[src/rtl/fetch_pkg.sv]
// rtl/fetch_pkg.sv - shared fetch-stage types and constants
package fetch_pkg;

  typedef enum logic [2:0] {
    REQ,
    WAIT,
    HOLD,
    DRAIN,
    FAULT
  } fetch_state_e;

  localparam logic [31:0] INSTR_BYTES = 32'd4;
  localparam logic [31:0] ALIGN_MASK  = 32'hFFFF_FFFC;

  function automatic logic is_aligned(input logic [31:0] addr);
    return (addr & ~ALIGN_MASK) == 32'd0;
  endfunction

endpackage

[src/rtl/pc_sequencer.sv]
// rtl/pc_sequencer.sv - single-outstanding fetch sequencer driving the PC register and imem port
module pc_sequencer
  import fetch_pkg::*;
#(
  parameter logic [31:0] BOOT_ADDRESS = 32'h0000_0000
) (
  input  logic        clk,
  input  logic        reset,
  input  logic [31:0] pc_current,
  output logic        pc_load,
  output logic [31:0] pc_next,
  output logic        imem_req,
  output logic [31:0] imem_addr,
  input  logic        imem_gnt,
  input  logic        imem_rvalid,
  input  logic [31:0] imem_rdata,
  input  logic        redirect_valid,
  input  logic [31:0] redirect_target,
  input  logic        trap_valid,
  input  logic [31:0] trap_vector,
  output logic        if_valid,
  input  logic        if_ready,
  output logic [31:0] if_instr,
  output logic [31:0] if_pc,
  output logic        misaligned_fault
);

  fetch_state_e state_q, state_d;
  logic         fault_pending_q, fault_pending_d;
  logic [31:0]  if_instr_q, if_instr_d;
  logic [31:0]  if_pc_q, if_pc_d;

  logic halted;
  logic take_branch;
  logic branch_ok;
  logic branch_bad;
  logic outstanding;

  // A pending misaligned fault (draining toward FAULT) ignores further branches too.
  always_comb begin
    halted      = (state_q == FAULT) || fault_pending_q;
    take_branch = redirect_valid && !trap_valid && !halted;
    branch_ok   = take_branch && is_aligned(redirect_target);
    branch_bad  = take_branch && !is_aligned(redirect_target);
    outstanding = ((state_q == WAIT) || (state_q == DRAIN)) && !imem_rvalid;
  end

  always_comb begin
    state_d          = state_q;
    fault_pending_d  = fault_pending_q;
    if_instr_d       = if_instr_q;
    if_pc_d          = if_pc_q;
    pc_load          = 1'b0;
    pc_next          = BOOT_ADDRESS;
    imem_req         = 1'b0;
    misaligned_fault = 1'b0;

    if (reset) begin
      state_d         = REQ;
      fault_pending_d = 1'b0;
      if_instr_d      = 32'd0;
      if_pc_d         = 32'd0;
    end else if (trap_valid || take_branch) begin
      fault_pending_d  = branch_bad;
      misaligned_fault = branch_bad;
      if (trap_valid) begin
        pc_load = 1'b1;
        pc_next = trap_vector & ALIGN_MASK;
      end else if (branch_ok) begin
        pc_load = 1'b1;
        pc_next = redirect_target;
      end
      // A response still owed by memory must be swallowed before anything else.
      if (outstanding) begin
        state_d = DRAIN;
      end else begin
        state_d = branch_bad ? FAULT : REQ;
      end
    end else begin
      case (state_q)
        REQ: begin
          imem_req = 1'b1;
          if (imem_gnt) begin
            state_d = WAIT;
          end
        end
        WAIT: begin
          if (imem_rvalid) begin
            pc_load    = 1'b1;
            pc_next    = pc_current + INSTR_BYTES;
            if_instr_d = imem_rdata;
            if_pc_d    = pc_current;
            state_d    = HOLD;
          end
        end
        HOLD: begin
          if (if_ready) begin
            state_d = REQ;
          end
        end
        DRAIN: begin
          if (imem_rvalid) begin
            state_d         = fault_pending_q ? FAULT : REQ;
            fault_pending_d = 1'b0;
          end
        end
        FAULT: begin
          state_d = FAULT;
        end
        default: begin
          state_d = REQ;
        end
      endcase
    end
  end

  always_ff @(posedge clk) begin
    state_q         <= state_d;
    fault_pending_q <= fault_pending_d;
    if_instr_q      <= if_instr_d;
    if_pc_q         <= if_pc_d;
  end

  assign imem_addr = pc_current;
  assign if_valid  = (state_q == HOLD);
  assign if_instr  = if_instr_q;
  assign if_pc     = if_pc_q;

endmodule

[config.mk]
export PLATFORM = sky130hd
export DESIGN_NAME = pc_sequencer
export DESIGN_NICKNAME = d
export VERILOG_FILES = /design/src/rtl/fetch_pkg.sv /design/src/rtl/pc_sequencer.sv
export SDC_FILE = /design/constraint.sdc
export NUM_CORES = 1
export LEC_CHECK = 0
export CAP_MARGIN = 15
export CORE_MARGIN = 10
export CORE_UTILIZATION = 50
export DETAILED_ROUTE_END_ITERATION = 12
export DONT_BUFFER_PORTS = 1
export HOLD_SLACK_MARGIN = 0.05
export SLEW_MARGIN = 20
export SYNTH_ARGS = -nofsm -noshare
export SYNTH_HDL_FRONTEND = slang
export SYNTH_SLANG_ARGS = --single-unit
[constraint.sdc]
create_clock -name clk -period 2.2 [get_ports clk]
set_input_delay 0.22 -clock clk [delete_from_list [all_inputs] [get_ports clk]]
set_output_delay 0.22 -clock clk [all_outputs]
set_load 0.01 [all_outputs]
==> results of run 1 <==
==> layer usage <==
metal / part of all wire [%] / vias up / wire (um) / track usage [%]
li1: - / 2159 / - / -
met1: 37 / 2228 / 6630 / 29.5
met2: 50 / 293 / 8890 / 43.5
met3: 11 / 30 / 2040 / 9.69
met4: 1.8 / 0 / 314 / 7.63
met5: 0 / - / 0 / 0
==> per-stage QoR <==
stage | setup TNS (ps) | util (%) | power, mW | setup WS [ps]
floorplan | 0 | - | 1.61 | 25.6
global placement | -28.5 | 52.8 | 1.65 | -28.5
detailed placement | -75.9 | 52.8 | 1.65 | -75.9
CTS | -367 | 65.2 | 2.97 | -82.2
global route | -785 | 68.7 | 3.13 | -84.9
finish | -16.8 | 68.8 | 3.01 | -16.8
==> repair_timing <==
action / in CTS / in global routing
buffers inserted: 8 / 1
hold buffers: 67 / 0
endpoints found under the setup margin: 29 / 88
pin swaps: 7 / 14
gates resized for setup: 12 / 56
hold endpoints to repair: 66 / 0
gates cloned: 0 / 3
==> where the power goes <==
group	switching, mW	leakage, nW	internal [mW]
combinational	0.282	1.26	0.286
clock	0.524	0.110	0.646
sequential	0.0215	0.550	1.25
total	0.828	1.92	2.18
==> worst paths after layout <==
kind,to,slack (ps),cells after the start
max,pc_next[24],-20,6
min,state_q[2],110,2
max reg2reg,if_instr[5],190,8
min reg2reg,if_pc[4],510,2
==> worst max-delay path: stages, from the launching register on <==
cell and delay (ps):
dfxtp_2 370, nor3b_4 330, nand2b_4 220, buf_12 140
a211oi_1 80, a2111oi_2 320, buf_4 190
==> sequential cells by signal, summed over array words and instances (netlist names) <==
signal           cells
fault_pending_q      1
if_pc               32
if_instr            32
state_q              3
==> kinds of logic (layout without fill, tap and decap cells) <==
group | Yosys count | count (layout)
and+or+nand+nor | 265 | 266
AOI/OAI and AO/OA | 153 | 153
buffers and inverters | 82 | 152
DFF | 68 | 68
xor gates and xnor gates | 19 | 19
adders and majority gates | 1 | 1
other | 0 | 2
==> cell type report <==
class	instances	area [um^2]	area share, %
clock buffer	9	124	2.21
multi-input combinational	439	2640	47.1
inverter	9	33.8	0.604
timing repair buffer	127	1200	21.4
sequential	68	1370	24.4
tap	105	131	2.35
clock inverter	7	98.8	1.77
antenna	2	5.00	0.0895
==> cell usage after synthesis, types with 4 or more instances <==
cell / instances
nor3_1: 12
clkbuf_1: 35
buf_2: 4
xor2_1: 6
a2111oi_1: 4
a21oi_1: 84
and2_1: 7
dfxtp_1: 68
o21ai_1: 5
a211oi_1: 10
nor4_1: 9
a31oi_1: 7
nand2b_1: 4
o22ai_1: 4
inv_1: 9
nor2_1: 25
buf_4: 32
xnor2_1: 13
nand4_1: 5
nand2_1: 155
o21ai_0: 10
o31a_2: 4
nand3_1: 17
and3_1: 9
a221oi_1: 5
==> reports/results.md, run 1 <==
| Parameter | Reported | Unit |
|:---|:---|:---|
| HP Class | in -> reg | - |
| Starting density of the core | 51.1 | % |
| DIE HEIGHT | 111 | um |
| Number of library cell types mapped by synthesis | 55 | - |
| Number of fill cells | 652 | - |
| Synth Instances | 588 | - |
| Launching instance or port of the critical path | state_q[2] | - |
| Avg Inst Size Synth | 7.07 | um^2 |
| Clk sink count | 68 | - |
| Count of endpoints failing hold in the final timing report | 0 | - |
| Power density normalized to cell area | 537 | nW/um^2 |
| Clock input transition at the sequential cells of the worst setup and hold paths | 90 | ps |
| IR Drop Worst-Case VDD | 525 | uV |
| Maximum buffer depth of the clock tree | 2 | - |
| Wire length after detailed routing | 17900 | um |
| Source of the worst register-to-register timing path | state_q[1] | - |
| Hpwl dp | 11900 | um |
| Number of I/O port buffers | 0 | - |
| Final Slew Violations | 0 | - |
| Placed cell count | 669 | - |
| Ys Warns | 0 | - |
| MaxCap Viol Count | 0 | - |
| Fin Hold WS | 106 | ps |
| Yosys top cell by area | dfxtp_1 | - |
| FP Rows | 33 | - |
| Initial antenna violation count | 2 | - |
| Arrival time of data at the critical path endpoint | 2000 | ps |
| Highest clock frequency the design can meet | 451 | MHz |
| Proportion of synthesized area in mux cells | 0 | % |
| Predominant post-synthesis flop cell | dfxtp_1 | - |
| Standard cell core area | 8130 | um^2 |
| Clock latency on the worst-skew pair | 350 | ps |
| Detailed-routing iteration count for the pre-antenna-repair pass | 6 | - |
| Final std cells w/o fill | 766 | - |
| Min-Delay Startpoint | trap_valid | - |
| Clock tree from TritonCTS | built | - |
| Sequential-to-total area share from yosys stat | 32.8 | % |
| Vias post-DR | 4710 | - |
| Residual antenna-violating net count after detailed routing | 0 | - |
| Synth Area in Simple Gates | 29.7 | % |
| X dimension of the die | 111 | um |
| Worst rel slew slack | 68.4 | % |
| Dominant combinational cell family by area after synthesis | simple AND/OR/NAND/NOR gates | - |
| Die area | 12400 | um^2 |
| Post-route worst setup slack | -16.8 | ps |
| Fraction of synthesized cell area taken by the top area cell type | 32.8 | % |
| Area after detailed placement | 4300 | um^2 |
| Final setup violation count | 1 | - |
| GPL Wtd Cong | 0.906 | - |
| Post-route clock skew | 15.4 | ps |
| Tmin final | 2220 | ps |
| Post-route cell area | 5590 | um^2 |
| Depth of the CTS H-tree | 3 | - |
| Final routed wire length divided by cell count | 23.3 | um |
| Post-synthesis cell area | 4160 | um^2 |
| Leading cell type in the layout, fill and taps excluded | nand2_1 | - |
| Via-to-Cell Ratio | 6.15 | - |
| Measured slew at the worst slew-check pin | 471 | ps |
| Buffer type at the clock tree root | clkbuf_8 | - |
| Total nets after synthesis | 724 | - |
| Number of design rule violations left after detail routing | 0 | - |
| Total routing usage reported by global routing | 25.8 | % |
| Startpoint-to-endpoint class of the critical path | reg -> out | - |
| RSZ-0062 raised after global routing | true | - |
| Leakage power figure | 1.92 | nW |
| Synth Area in Compound Gates | 22.7 | % |
| Total global routing overflow | 0 | - |
| Nets | 790 | - |
| Via count of the first global-routing pass | 4461 | - |
| Maximum number of pins on one net before global-route repair | 66 | - |
| Number of enable flip-flop cells after synthesis | 0 | - |
| Commonest non-fill, non-tap cells in the layout | nand2_1 (154), a21oi_1 (82), dlygate4sd3_1 (66), dfxtp_1 (65), buf_4 (51) | - |
| Required @ worst endpoint | 1980 | ps |
| Fraction of the mapped netlist area in adder cells | 0.301 | % |
| Boundary pin count | 267 | - |
| Failing checks | setup timing | - |
| Run status | complete, but fails checks | - |
| Area added between synthesis and finish | 34.6 | % |
| Final critical-path share of the clock period | 101 | % |
| FFs w/ async S/R, synth | 0 | % |
| XOR/XNOR Fraction of Synth Area | 4.00 | % |
| Fraction of layout instances using a drive strength above 1 | 20.5 | % |
| Global-route wire length before repair | 26100 | um |
| CTS Buf Count | 9 | - |
| Dominant cells by area after synthesis | dfxtp_1 (33%), nand2_1 (14%), a21oi_1 (10%) | - |
| Endpoint type of the worst setup path | primary output | - |
| Largest fanout on the critical path | 14 | - |
| Worst Setup Start Kind | register | - |
| DRT iter0 DRCs | 466 | - |
| Synthesized flop and latch total | 68 | - |
(Power assumes the default switching activity.)
==> run 2, diff against run 1 <==
--- a/config.mk
+++ b/config.mk
@@ -11,6 +11,7 @@
 export DETAILED_ROUTE_END_ITERATION = 12
 export DONT_BUFFER_PORTS = 1
 export HOLD_SLACK_MARGIN = 0.05
+export MAX_ROUTING_LAYER = met4
 export SLEW_MARGIN = 20
 export SYNTH_ARGS = -nofsm -noshare
 export SYNTH_HDL_FRONTEND = slang
==> reports/results.md, run 2 (synthesis results as in run 1) <==
| Parameter | Reported | Unit | vs previous |
|:---|:---|:---|:---|
| Placed cell count | 669 | - | unchanged |
| Number of I/O port buffers | 0 | - | unchanged |
| Sequence of cells on the critical path | nor3b_4, buf_12, buf_6, nor3_4, buf_4, a21oi_1, a221oi_1, buf_4 | - |  |
| Wire length after detailed routing | 18000 | um | +0.92% |
| Final critical-path share of the clock period | 99.8 | % | -0.92 points |
| Post-route clock skew | 16.3 | ps | +0.821 ps |
| Endpoint type of the worst setup path | primary output | - |  |
| Tmin final | 2200 | ps | -20.3 ps |
| Via-to-Cell Ratio | 6.09 | - | -0.90% |
| Core Util, Final | 69.9 | % | +1.1 points |
| Fin Hold WS | 109 | ps | +2.68 ps |
| IR Drop Worst-Case VDD | 527 | uV | +0.41% |
| Via count of the first global-routing pass | 4465 | - | +0.090% |
| DRT iter0 DRCs | 465 | - | -0.21% |
| Final setup violation count | 0 | - | -1 |
| Hpwl dp | 11900 | um | unchanged |
| Starting density of the core | 51.1 | % | unchanged |
| CTS Buf Count | 9 | - | unchanged |
| Post-route cell area | 5690 | um^2 | +1.7% |
| Die area | 12400 | um^2 | unchanged |
| Clock input transition at the sequential cells of the worst setup and hold paths | 90 | ps | about the same |
| DR WL met3 | 1890 | um | -7.2% |
| Final Slew Violations | 0 | - | unchanged |
| Power density normalized to cell area | 533 | nW/um^2 | -0.87% |
| Number of design rule violations left after detail routing | 0 | - | unchanged |
| Run status | completed | - |  |
| Detailed-routing iteration count for the pre-antenna-repair pass | 7 | - | +1 |
| Metal2 WL | 9200 | um | +3.5% |
| Detailed-routing wirelength on met1 | 6690 | um | +0.86% |
| DIE HEIGHT | 111 | um | unchanged |
| Required @ worst endpoint | 1980 | ps | about the same |
| Maximum number of pins on one net before global-route repair | 66 | - | unchanged |
| DR top layer | met4 | - |  |
| Worst Setup Start Kind | register | - |  |
| Clock tree from TritonCTS | built | - |  |
| Area added between synthesis and finish | 36.8 | % |  |
| Worst rel slew slack | 66.0 | % | -2.4 points |
| Commonest non-fill, non-tap cells in the layout | nand2_1 (154), a21oi_1 (82), dlygate4sd3_1 (66), dfxtp_1 (65), buf_4 (55) | - |  |
| Arrival time of data at the critical path endpoint | 1980 | ps | -20 ps |
| Maximum buffer depth of the clock tree | 2 | - | unchanged |
| Largest fanout on the critical path | 4 | - | -10 |
| Leading cell type in the layout, fill and taps excluded | nand2_1 | - |  |
| Highest clock frequency the design can meet | 455 | MHz | +0.92% |
| Gate family responsible for the most delay along the worst path | buffers and inverters | - |  |
| Final routed wire length divided by cell count | 23.4 | um | +0.14% |
| Final std cells w/o fill | 772 | - | +0.78% |
| Number of buffer and inverter stages on the critical path | 4 | - | +2 |
| CP dominant cell by count | buf_4 | - |  |
| Startpoint-to-endpoint class of the critical path | reg -> out | - |  |
| Cell with the largest stage delay on the worst path | dfxtp_2 | - |  |
| Boundary pin count | 267 | - | unchanged |
| Measured slew at the worst slew-check pin | 509 | ps | +38.4 ps |
| Nets | 796 | - | +0.76% |
| Global-route wire length before repair | 26100 | um | about the same |
| Total global routing overflow | 0 | - | unchanged |
| Leakage power figure | 1.95 | nW | +1.7% |
| X dimension of the die | 111 | um | unchanged |
| Reg-to-reg slack, setup | 140 | ps | -50 ps |
| GPL Wtd Cong | 0.921 | - | +1.7% |
| Clk sink count | 68 | - | unchanged |
| Count of endpoints failing hold in the final timing report | 0 | - | unchanged |
| Fraction of layout instances using a drive strength above 1 | 21.4 | % | +0.87 points |
| MaxCap Viol Count | 0 | - | unchanged |
| FP Rows | 33 | - | unchanged |
| Initial antenna violation count | 2 | - | unchanged |
| Depth of the CTS H-tree | 3 | - | unchanged |
| Vias post-DR | 4704 | - | -0.13% |
| Standard cell core area | 8130 | um^2 | unchanged |
| Critical path's largest stage delay | 350 | ps | -20 ps |
| Total routing usage reported by global routing | 26.5 | % | +0.74 points |
| Area after detailed placement | 4300 | um^2 | unchanged |
| Buffer type at the clock tree root | clkbuf_8 | - |  |
| Residual antenna-violating net count after detailed routing | 0 | - | unchanged |
| RSZ-0062 raised after global routing | true | - |  |
| HP Class | in -> reg | - |  |
| Clock latency on the worst-skew pair | 350 | ps | about the same |
==> run 2: worst reg2reg max path, cell delays in order, from the launching register on <==
cell     delay [ps]
dfxtp_2         390
buf_4           160
and3b_2         250
buf_4           140
buf_4           130
nand3_2          90
buf_6           380
nand2_1         200
a21oi_1         240
==> run 2: repair_timing <==
| item | in CTS | in global routing |
|---|---|---|
| hold buffers | 67 | 0 |
| endpoints found under the hold margin | 66 | 0 |
| gates resized for setup | 12 | 67 |
| cloned | 0 | 2 |
| pin swaps | 7 | 19 |
| endpoints found under the setup margin | 29 | 89 |
| setup buffers | 8 | 8 |
==> run 2: path summary, 6_finish.rpt <==
kind | from | depth (start not counted) | endpoint
worst max register to register | state_q[1] | 8 | if_pc[28]
worst min-delay path | trap_valid | 2 | state_q[2]
worst min register to register | if_instr[16] | 2 | if_instr[16]
worst max-delay path | state_q[2] | 8 | pc_next[15]
==> run 2: layout make-up <==
class                   instances  area [um^2]
multi-input cells             439         2670
inverters                       9         33.8
well taps                     105          131
fillers                       620         2450
flip-flops and latches         68         1370
repair buffers                133         1250
diodes                          2         5.00
clock inverters                 7         98.8
clock buffers                   9          124
==> run 2: through the flow <==
| step | TNS (ps) | power [mW] | setup slack [ps] |
|---|---|---|---|
| global placement | -28.5 | 1.65 | -28.5 |
| CTS | -367 | 2.97 | -82.2 |
| floorplan | 0 | 1.61 | 25.6 |
| finish | 0 | 3.03 | 3.53 |
| detailed placement | -75.9 | 1.65 | -75.9 |
| global route | -478 | 3.16 | -60.9 |
==> run 2: power breakdown <==
part / switching, mW / total, mW / internal, mW / leakage (nW)
clock network: 0.523 / 1.17 / 0.646 / 0.110
logic: 0.289 / 0.593 / 0.304 / 1.29
registers: 0.0217 / 1.27 / 1.25 / 0.550
total: 0.833 / 3.03 / 2.20 / 1.95
==> run 2: metal layers <==
layer,up-vias,global-route usage [%]
li1,2171,-
met1,2225,29.8
met2,284,43.8
met3,24,9.69
met4,0,6.68
met5,-,-
